`src/rtl/pwm_sequencer.sv`:
```
// pwm_sequencer: walks a duty/pulse-count step table, programming a PWM controller
// over APB for each step and polling its enable bit until the step's pulses are done.
module pwm_sequencer #(
    parameter int unsigned NUM_STEPS      = 8,
    parameter int unsigned POLL_GAP       = 16,
    parameter logic [23:0] TIMEOUT_CYCLES = 24'd1000000,
    localparam int unsigned AW = $clog2(NUM_STEPS),
    localparam int unsigned CW = AW + 1
) (
    input  logic          clk_i,
    input  logic          rst_i,
    input  logic          tbl_we_i,
    input  logic [AW-1:0] tbl_addr_i,
    input  logic [23:0]   tbl_wdata_i,
    input  logic          start_i,
    input  logic          abort_i,
    input  logic          loop_i,
    input  logic [CW-1:0] num_steps_i,
    output logic          busy_o,
    output logic          done_o,
    output logic          err_o,
    output logic [AW-1:0] step_idx_o,
    output logic          psel_o,
    output logic          penable_o,
    output logic          pwrite_o,
    output logic [5:0]    paddr_o,
    output logic [31:0]   pwdata_o,
    input  logic [31:0]   prdata_i,
    input  logic          pready_i,
    input  logic          pslverr_i
);

    localparam int unsigned GW = (POLL_GAP > 1) ? $clog2(POLL_GAP) : 1;

    localparam logic [5:0] A_CTRL = 6'h00;
    localparam logic [5:0] A_DUTY = 6'h04;
    localparam logic [5:0] A_CNT  = 6'h08;

    typedef enum logic [3:0] {
        S_IDLE, S_FETCH, S_WR_DUTY, S_WR_CNT, S_WR_EN,
        S_GAP, S_POLL, S_NEXT, S_STOP, S_FIN
    } state_t;

    state_t        r_state;
    logic [23:0]   r_tbl [NUM_STEPS];
    logic [CW-1:0] r_num;
    logic [AW-1:0] r_idx;
    logic [7:0]    r_duty;
    logic [15:0]   r_cnt;
    logic [23:0]   r_tmo;
    logic [GW-1:0] r_gap;
    logic          r_stop_req;
    logic          r_busy;
    logic          r_done;
    logic          r_err;
    logic          r_psel;
    logic          r_penable;
    logic          r_pwrite;
    logic [5:0]    r_paddr;
    logic [31:0]   r_pwdata;

    logic [23:0]   w_entry;
    logic [CW-1:0] w_idx_inc;
    logic [CW-1:0] w_num_clamped;
    logic          w_run;
    logic          w_in_wait;
    logic          w_tmo_now;
    logic          w_stop;
    logic          w_xfer_done;
    logic          w_is_xfer;
    logic          w_write;
    logic [5:0]    w_addr;
    logic [31:0]   w_wdata;
    logic          w_unused;

    assign w_entry       = r_tbl[r_idx];
    assign w_idx_inc     = {1'b0, r_idx} + CW'(1);
    assign w_num_clamped = (num_steps_i > CW'(NUM_STEPS)) ? CW'(NUM_STEPS) : num_steps_i;
    assign w_run         = (r_state != S_IDLE) && (r_state != S_STOP) && (r_state != S_FIN);
    assign w_in_wait     = (r_state == S_GAP) || (r_state == S_POLL);
    assign w_tmo_now     = w_in_wait && (r_tmo >= (TIMEOUT_CYCLES - 24'd1));
    // Abort, timeout and a latched earlier request all funnel into one stop condition.
    assign w_stop        = w_run && (r_stop_req || abort_i || w_tmo_now);
    assign w_xfer_done   = r_psel && r_penable && pready_i;
    assign w_unused      = ^prdata_i[31:1];

    // Transfer descriptor for the state's APB access.
    always_comb begin
        w_is_xfer = 1'b0;
        w_write   = 1'b0;
        w_addr    = 6'h00;
        w_wdata   = 32'h0;
        case (r_state)
            S_WR_DUTY: begin w_is_xfer = 1'b1; w_write = 1'b1; w_addr = A_DUTY; w_wdata = {24'd0, r_duty}; end
            S_WR_CNT:  begin w_is_xfer = 1'b1; w_write = 1'b1; w_addr = A_CNT;  w_wdata = {16'd0, r_cnt}; end
            S_WR_EN:   begin w_is_xfer = 1'b1; w_write = 1'b1; w_addr = A_CTRL; w_wdata = 32'h1; end
            S_POLL:    begin w_is_xfer = 1'b1; w_addr = A_CTRL; end
            S_STOP:    begin w_is_xfer = 1'b1; w_write = 1'b1; w_addr = A_CTRL; end
            default:   ;
        endcase
    end

    // Step table has no reset; writes are accepted at any time.
    always_ff @(posedge clk_i) begin
        if (tbl_we_i) r_tbl[tbl_addr_i] <= tbl_wdata_i;
    end

    always_ff @(posedge clk_i) begin
        if (rst_i) begin
            r_state    <= S_IDLE;
            r_num      <= '0;
            r_idx      <= '0;
            r_duty     <= '0;
            r_cnt      <= '0;
            r_tmo      <= '0;
            r_gap      <= '0;
            r_stop_req <= 1'b0;
            r_busy     <= 1'b0;
            r_done     <= 1'b0;
            r_err      <= 1'b0;
            r_psel     <= 1'b0;
            r_penable  <= 1'b0;
            r_pwrite   <= 1'b0;
            r_paddr    <= '0;
            r_pwdata   <= '0;
        end else begin
            r_done <= 1'b0;
            if (w_tmo_now) r_err <= 1'b1;
            if (w_in_wait && (r_tmo != '1)) r_tmo <= r_tmo + 24'd1;
            if (w_stop && r_psel && !w_xfer_done) r_stop_req <= 1'b1;

            // APB phases: an idle cycle, setup, then access until pready.
            if (w_is_xfer) begin
                if (!r_psel) begin
                    if (!w_stop) begin
                        r_psel    <= 1'b1;
                        r_penable <= 1'b0;
                        r_pwrite  <= w_write;
                        r_paddr   <= w_addr;
                        r_pwdata  <= w_wdata;
                    end
                end else if (!r_penable) begin
                    r_penable <= 1'b1;
                end else if (pready_i) begin
                    r_psel    <= 1'b0;
                    r_penable <= 1'b0;
                    r_pwrite  <= 1'b0;
                    r_paddr   <= '0;
                    r_pwdata  <= '0;
                end
            end

            case (r_state)
                S_IDLE: begin
                    if (start_i) begin
                        r_busy <= 1'b1;
                        if (num_steps_i == '0) begin
                            r_state <= S_FIN;
                            r_done  <= 1'b1;
                        end else begin
                            r_num   <= w_num_clamped;
                            r_err   <= 1'b0;
                            r_idx   <= '0;
                            r_state <= S_FETCH;
                        end
                    end
                end
                S_FETCH: begin
                    if (w_stop) begin
                        r_state    <= S_STOP;
                        r_stop_req <= 1'b0;
                    end else if ((w_entry[7:0] == 8'd0) || (w_entry[23:8] == 16'd0)) begin
                        r_state <= S_NEXT;
                    end else begin
                        r_duty  <= w_entry[7:0];
                        r_cnt   <= w_entry[23:8];
                        r_state <= S_WR_DUTY;
                    end
                end
                S_WR_DUTY, S_WR_CNT, S_WR_EN, S_POLL: begin
                    if (!r_psel) begin
                        if (w_stop) begin
                            r_state    <= S_STOP;
                            r_stop_req <= 1'b0;
                        end
                    end else if (w_xfer_done) begin
                        if (pslverr_i) begin
                            r_err      <= 1'b1;
                            r_state    <= S_STOP;
                            r_stop_req <= 1'b0;
                        end else if (w_stop) begin
                            r_state    <= S_STOP;
                            r_stop_req <= 1'b0;
                        end else begin
                            case (r_state)
                                S_WR_DUTY: r_state <= S_WR_CNT;
                                S_WR_CNT:  r_state <= S_WR_EN;
                                S_WR_EN: begin
                                    r_tmo   <= '0;
                                    r_gap   <= '0;
                                    r_state <= S_GAP;
                                end
                                S_POLL: begin
                                    if (prdata_i[0]) begin
                                        r_gap   <= '0;
                                        r_state <= S_GAP;
                                    end else begin
                                        r_state <= S_NEXT;
                                    end
                                end
                                default: r_state <= S_IDLE;
                            endcase
                        end
                    end
                end
                S_GAP: begin
                    if (w_stop) begin
                        r_state    <= S_STOP;
                        r_stop_req <= 1'b0;
                    end else if (r_gap == GW'(POLL_GAP - 1)) begin
                        r_gap   <= '0;
                        r_state <= S_POLL;
                    end else begin
                        r_gap <= r_gap + GW'(1);
                    end
                end
                S_NEXT: begin
                    if (w_stop) begin
                        r_state    <= S_STOP;
                        r_stop_req <= 1'b0;
                    end else if (w_idx_inc < r_num) begin
                        r_idx   <= r_idx + AW'(1);
                        r_state <= S_FETCH;
                    end else if (loop_i) begin
                        r_idx   <= '0;
                        r_state <= S_FETCH;
                    end else begin
                        r_state <= S_FIN;
                        r_done  <= 1'b1;
                    end
                end
                S_STOP: begin
                    // Error response on the disabling write is deliberately ignored.
                    if (w_xfer_done) begin
                        r_state <= S_FIN;
                        r_done  <= 1'b1;
                    end
                end
                S_FIN: begin
                    r_busy  <= 1'b0;
                    r_state <= S_IDLE;
                end
                default: r_state <= S_IDLE;
            endcase
        end
    end

    assign busy_o     = r_busy;
    assign done_o     = r_done;
    assign err_o      = r_err;
    assign step_idx_o = r_idx;
    assign psel_o     = r_psel;
    assign penable_o  = r_penable;
    assign pwrite_o   = r_pwrite;
    assign paddr_o    = r_paddr;
    assign pwdata_o   = r_pwdata;

endmodule
```
`config.mk`:
```
export PLATFORM = sky130hd
export DESIGN_NAME = pwm_sequencer
export DESIGN_NICKNAME = d
export VERILOG_FILES = /design/src/rtl/pwm_sequencer.sv
export SDC_FILE = /design/constraint.sdc
export NUM_CORES = 1
export LEC_CHECK = 0
export ABC_CLOCK_PERIOD_IN_PS = 3600
export BUFFER_PORTS_ARGS = -buffer_cell sky130_fd_sc_hd__buf_2
export CORE_UTILIZATION = 40
export DETAILED_ROUTE_END_ITERATION = 12
export PLACE_DENSITY = 0.58
export SLEW_MARGIN = 30
export SYNTH_ARGS = -nofsm -noshare
export SYNTH_HDL_FRONTEND = slang
export SYNTH_SLANG_ARGS = --single-unit
```
`constraint.sdc`:
```
create_clock -name clk_i -period 3.6 [get_ports clk_i]
set_clock_uncertainty 0.1 [all_clocks]
set_input_delay 0.72 -clock clk_i [delete_from_list [all_inputs] [get_ports clk_i]]
set_output_delay 0.72 -clock clk_i [all_outputs]
set_load 0.05 [all_outputs]
```
## Word level (Yosys, flattened, before mapping)

Memories as Yosys holds them, arrays and structs flattened. A register that Yosys moved wholly into a read port is not among the register bits.
Index checks and enable logic that the tools add are counted.

- Memories kept: 1
- Flip-flop bits (word level): 108
- Logic and storage cells: 181
- Bits in writable memories: 192

- Reduce and logical (&&, ||, !) cells: 34
- Add/subtract/negate cells: 4
- Equality and inequality tests: 31
- Bitwise gates (word level): 3
- Order comparisons: 3
- Multiplexer cells: 89

Memories:

| name | words | width | rd ports | clocked after memory_dff | wr ports | line | source |
|---|---|---|---|---|---|---|---|
| r_tbl | 8 | 24 | 1 | 1 | 1 | 45 | `logic [23:0] r_tbl [NUM_STEPS];` |

Operators by type and width:

| kind | number |
|---|---|
| two-way mux 24 bit | 7 |
| two-way mux 32 bit | 4 |
| two-way mux 4 bit | 22 |
| case mux 16 bit (3 select lines) | 1 |
| two-way mux 1 bit | 32 |
| adder 24 x 1 -> 24 bit (second input constant) | 1 |
| greater-or-equal comparator 24 x 20 -> 1 bit (second input constant) | 1 |
| two-way mux 3 bit | 8 |
| two-way mux 6 bit | 4 |
| inequality test 24 bit (second input constant) | 1 |
| case mux 4 bit (2 select lines) | 3 |
| case mux 4 bit (6 select lines) | 1 |
| inequality test 2 bit (second input constant) | 11 |
| equality test 4 x 3 -> 1 bit (second input constant) | 4 |
| logical NOT 16 bit | 1 |
| inequality test 3 bit (second input constant) | 5 |
| equality test 4 bit (second input constant) | 3 |
| case mux 3 bit (4 select lines) | 1 |
| AND reduction 5 bit | 2 |
| logical AND 1 bit | 9 |
| equality test 4 x 2 -> 1 bit (second input constant) | 2 |
| logical NOT 4 bit | 2 |
| logical NOT 8 bit | 1 |
| inequality test 4 bit (second input constant) | 2 |
| 24 further kinds | 36 |

## Longest topological paths before layout

- Word-level depth: 13
- Mapped depth: 12
- Gate-level depth less buffers: 9

## Least setup slack after synthesis

OpenSTA, ideal clock, no wires.

- Path type: in2reg
- Start: input port tbl_addr_i[0]
- End: memory r_tbl[0][0] (enable)
- Stages: 2
- Data arrival time: 2.570 ns
- Data required time: 3.065 ns
- Slack: 0.495 ns
- Cell sequence: nand2b_1 > nor3_1

RTL lines:

| what | line | source |
|---|---|---|
| start, declared | 13 | `input logic [AW-1:0] tbl_addr_i,` |
| end, declared | 45 |  |

No word-level cell before the write port.

==> flow_summary.yaml <==
floorplan:
  die_h_um: 176
  num_rows: 63
  dieArea_sq_um: 30900
  core_area_sq_um: 29700
  ioPinCount: 118
  start_util: 0.407
  die_w_um: 176
place:
  port_buffers: 66
  dp_hpwl_mm: 16.7
  dpl_cell_area_sq_um: 12900
  routabilityCongestion: 0.820
status:
  status: "completed"
route:
  via_per_inst: 5.36
  drt-initial-drc-count: 350
  drtPass1Iterations: 5
  post_drt_wl_per_cell_um: 19.0
  routed_wl_mm: 26.3
  ant_nets: 0
  drc: 0
  vias: 7401
synth:
  netlist_instances: 875
  ys_seq_elements: 283
  ys.flop_type: "edfxtp_1"
  synth-seq-area-share: 0.627
  synth_cell_types: 69
  async_reset_ff_frac: 0
  yosys_warnings: 0
  synth_area_per_cell_sq_um: 13.8
  synth-edff-count: 192
  netlist_area_sq_um: 12100
worst_setup_path:
  path_class: "reg -> reg"
  cp-start-kind: "flip-flop"
  crit_arrival_ps: 3640
  crit_required_ps: 3930
  path_max_fanout: 23
  endpoint_kind: "flip-flop"
clock_network:
  post_cts_buffers: 0
  clk_path_buf_depth: 3
  hold_buffers: 0
  insertion_delay_ps: 570
  cts_tree: "done"
  clock_sinks: 283
  clk_pin_slew_ps: 60
  cts_max_level: 1
  ctsRootBufferMaster: "clkbuf_16"
  numCtsBuffers: 31
  cts_resized: 0
power_and_ir_drop:
  ir_drop_v: 0.000369
  p_seq_frac: 0.466
  p_switching_uw: 2040
  swShare: 0.253
  power.share.clock: 0.419
  internal_power_uw: 6030
  power_density_nw_per_um2: 576
  p_leak_uw: 0.00467
  combPwrFrac: 0.116
global_routing:
  grt_max_degree: 47
  grt_pass1_vias: 7201
  antenna_found_initial: 3
  grt_pass1_wl_mm: 40.9
  grt_overflow: 0
  grt_use_total: 0.171
cells_and_area:
  n_fill_cell: 2609
  drive_above_1_share: 0.238
  nets: 1041
  mostFrequentLayoutCell: "edfxtp_1"
  final_cell_mix: "192 x edfxtp_1, 88 x dfxtp_1, 66 x buf_2, 62 x nor2_1, 44 x mux2i_1"
  area.growth.synth_to_final_pct: 15.8
  register_area_sq_um: 7590
  multi_input_area_sq_um: 4160
  final_area_sq_um: 14000
timing:
  max_slew_margin: 0.524
  fin_setup_tns_ps: 0
  setup_viol: 0
  grt_setup_unrepaired: "no"
  layout_min_cycle_time_ps: 3320
  final-max-slew-violation-count: 0
  fmax_mhz: 301
  tightest_slew_ps: 710
  report.final.hold_viol_count: 0
  finalCritPeriodShare: 0.921
run:
  drv_cap: 0
worst_hold_path:
  hold_path.class: "in -> reg"
-- final cells by class --
type / instances / share of cell area
clock buffers: 38 / 0.0616
repair buffers: 103 / 0.0443
multi-input cells: 537 / 0.297
diodes: 1 / 0.000179
inverters: 8 / 0.00214
clock inverters: 20 / 0.0180
well taps: 390 / 0.0348
flip-flops and latches: 283 / 0.542
-- per-stage QoR --
stage	setup WS, ps	utilization	std cells	power (uW)	hold WS (ps)
2_1_floorplan	495	-	894	4500	328
3_3_place_gp	315	0.434	1321	4740	342
3_5_place_dp	310	0.434	1321	4760	344
4_1_cts	302	0.472	1379	8150	296
5_1_grt	119	0.472	1379	8370	318
6_report	283	0.472	1380	8080	320
-- flip-flops by register name (all words and copies together) (netlist names), 2 cells and up, named ones only --
signal and flops:
r_cnt 16, r_duty 8, r_num 4, step_idx_o 3
paddr_o 2, r_tbl 192, r_gap 4, r_state 4
r_tmo 24, pwdata_o 16
-- layer usage --
layer	track usage	routed length [um]	share of wire	vias to the layer above
met1	0.239	12100	0.46	3659
li1	-	-	-	3524
met5	0	13	0.00049	-
met2	0.273	12300	0.47	177
met3	0.0314	1370	0.052	39
met4	0.0428	476	0.018	2
-- worst paths after layout --
check	startpoint	to	slack, ps	depth (start not counted)
min	tbl_wdata_i[10]	r_tbl[2][10]	320	1
max	flip-flop	r_cnt[2]	280	8
min reg2reg	r_duty[7]	r_duty[7]	350	2
max reg2reg	flip-flop	r_cnt[2]	280	8
-- power groups by stage --
stage / Clock, uW / Combinational, uW / Sequential [uW]
floorplan: 0 / 644 / 3860
global placement: 0 / 922 / 3820
detailed placement: 0 / 931 / 3830
CTS: 3450 / 935 / 3760
global route: 3570 / 1030 / 3780
finish: 3380 / 936 / 3760
-- cells in the mapped netlist, types with 6 or more instances --
| cell | instances | area, sq um |
|---|---|---|
| nand2b_1 | 13 | 81.3 |
| a21oi_2 | 20 | 175 |
| and3_1 | 7 | 43.8 |
| nand3_1 | 26 | 130 |
| nor2b_1 | 12 | 75.1 |
| mux4_2 | 28 | 631 |
| buf_2 | 14 | 70.1 |
| a22o_1 | 8 | 70.1 |
| o21ai_1 | 7 | 35.0 |
| clkbuf_1 | 22 | 82.6 |
| mux4_1 | 7 | 184 |
| nand2_1 | 36 | 135 |
| o2bb2ai_1 | 9 | 78.8 |
| dfxtp_1 | 91 | 1820 |
| mux2_2 | 6 | 67.6 |
| or3_1 | 7 | 43.8 |
| a211oi_1 | 19 | 143 |
| nor3_1 | 20 | 100 |
| buf_4 | 23 | 173 |
| nand4_1 | 8 | 50.1 |
| a22oi_1 | 8 | 60.1 |
| a211oi_2 | 11 | 138 |
| ha_1 | 6 | 75.1 |
| inv_1 | 8 | 30.0 |
| nor2_1 | 68 | 255 |
| a21oi_1 | 30 | 150 |
| edfxtp_1 | 192 | 5770 |
| mux2i_1 | 44 | 440 |
| xor2_1 | 20 | 175 |
| nor4_1 | 10 | 62.6 |
| o21ai_0 | 16 | 80.1 |
-- cells by family (layout without fill, tap and decap cells) --
group,Yosys count,count (layout),share of synthesized area
adders and majority gates,6,6,0.00621
AOI/OAI and AO/OA,168,168,0.104
and+or+nand+nor,233,233,0.0972
other,1,21,0.000310
DFF,283,283,0.627
buffers and inverters,74,169,0.0374
xor gates and xnor gates,24,24,0.0174
muxes,86,86,0.110
-- worst max-delay path: stages (launching register included) --
cell,delay [ps]
dfxtp_2,550
buf_4,290
mux4_2,510
mux2i_1,440
nand4_1,240
or4_1,540
buf_4,270
a21oi_1,190
a211oi_1,60
Note: power is estimated with default switching activity, not from simulation.
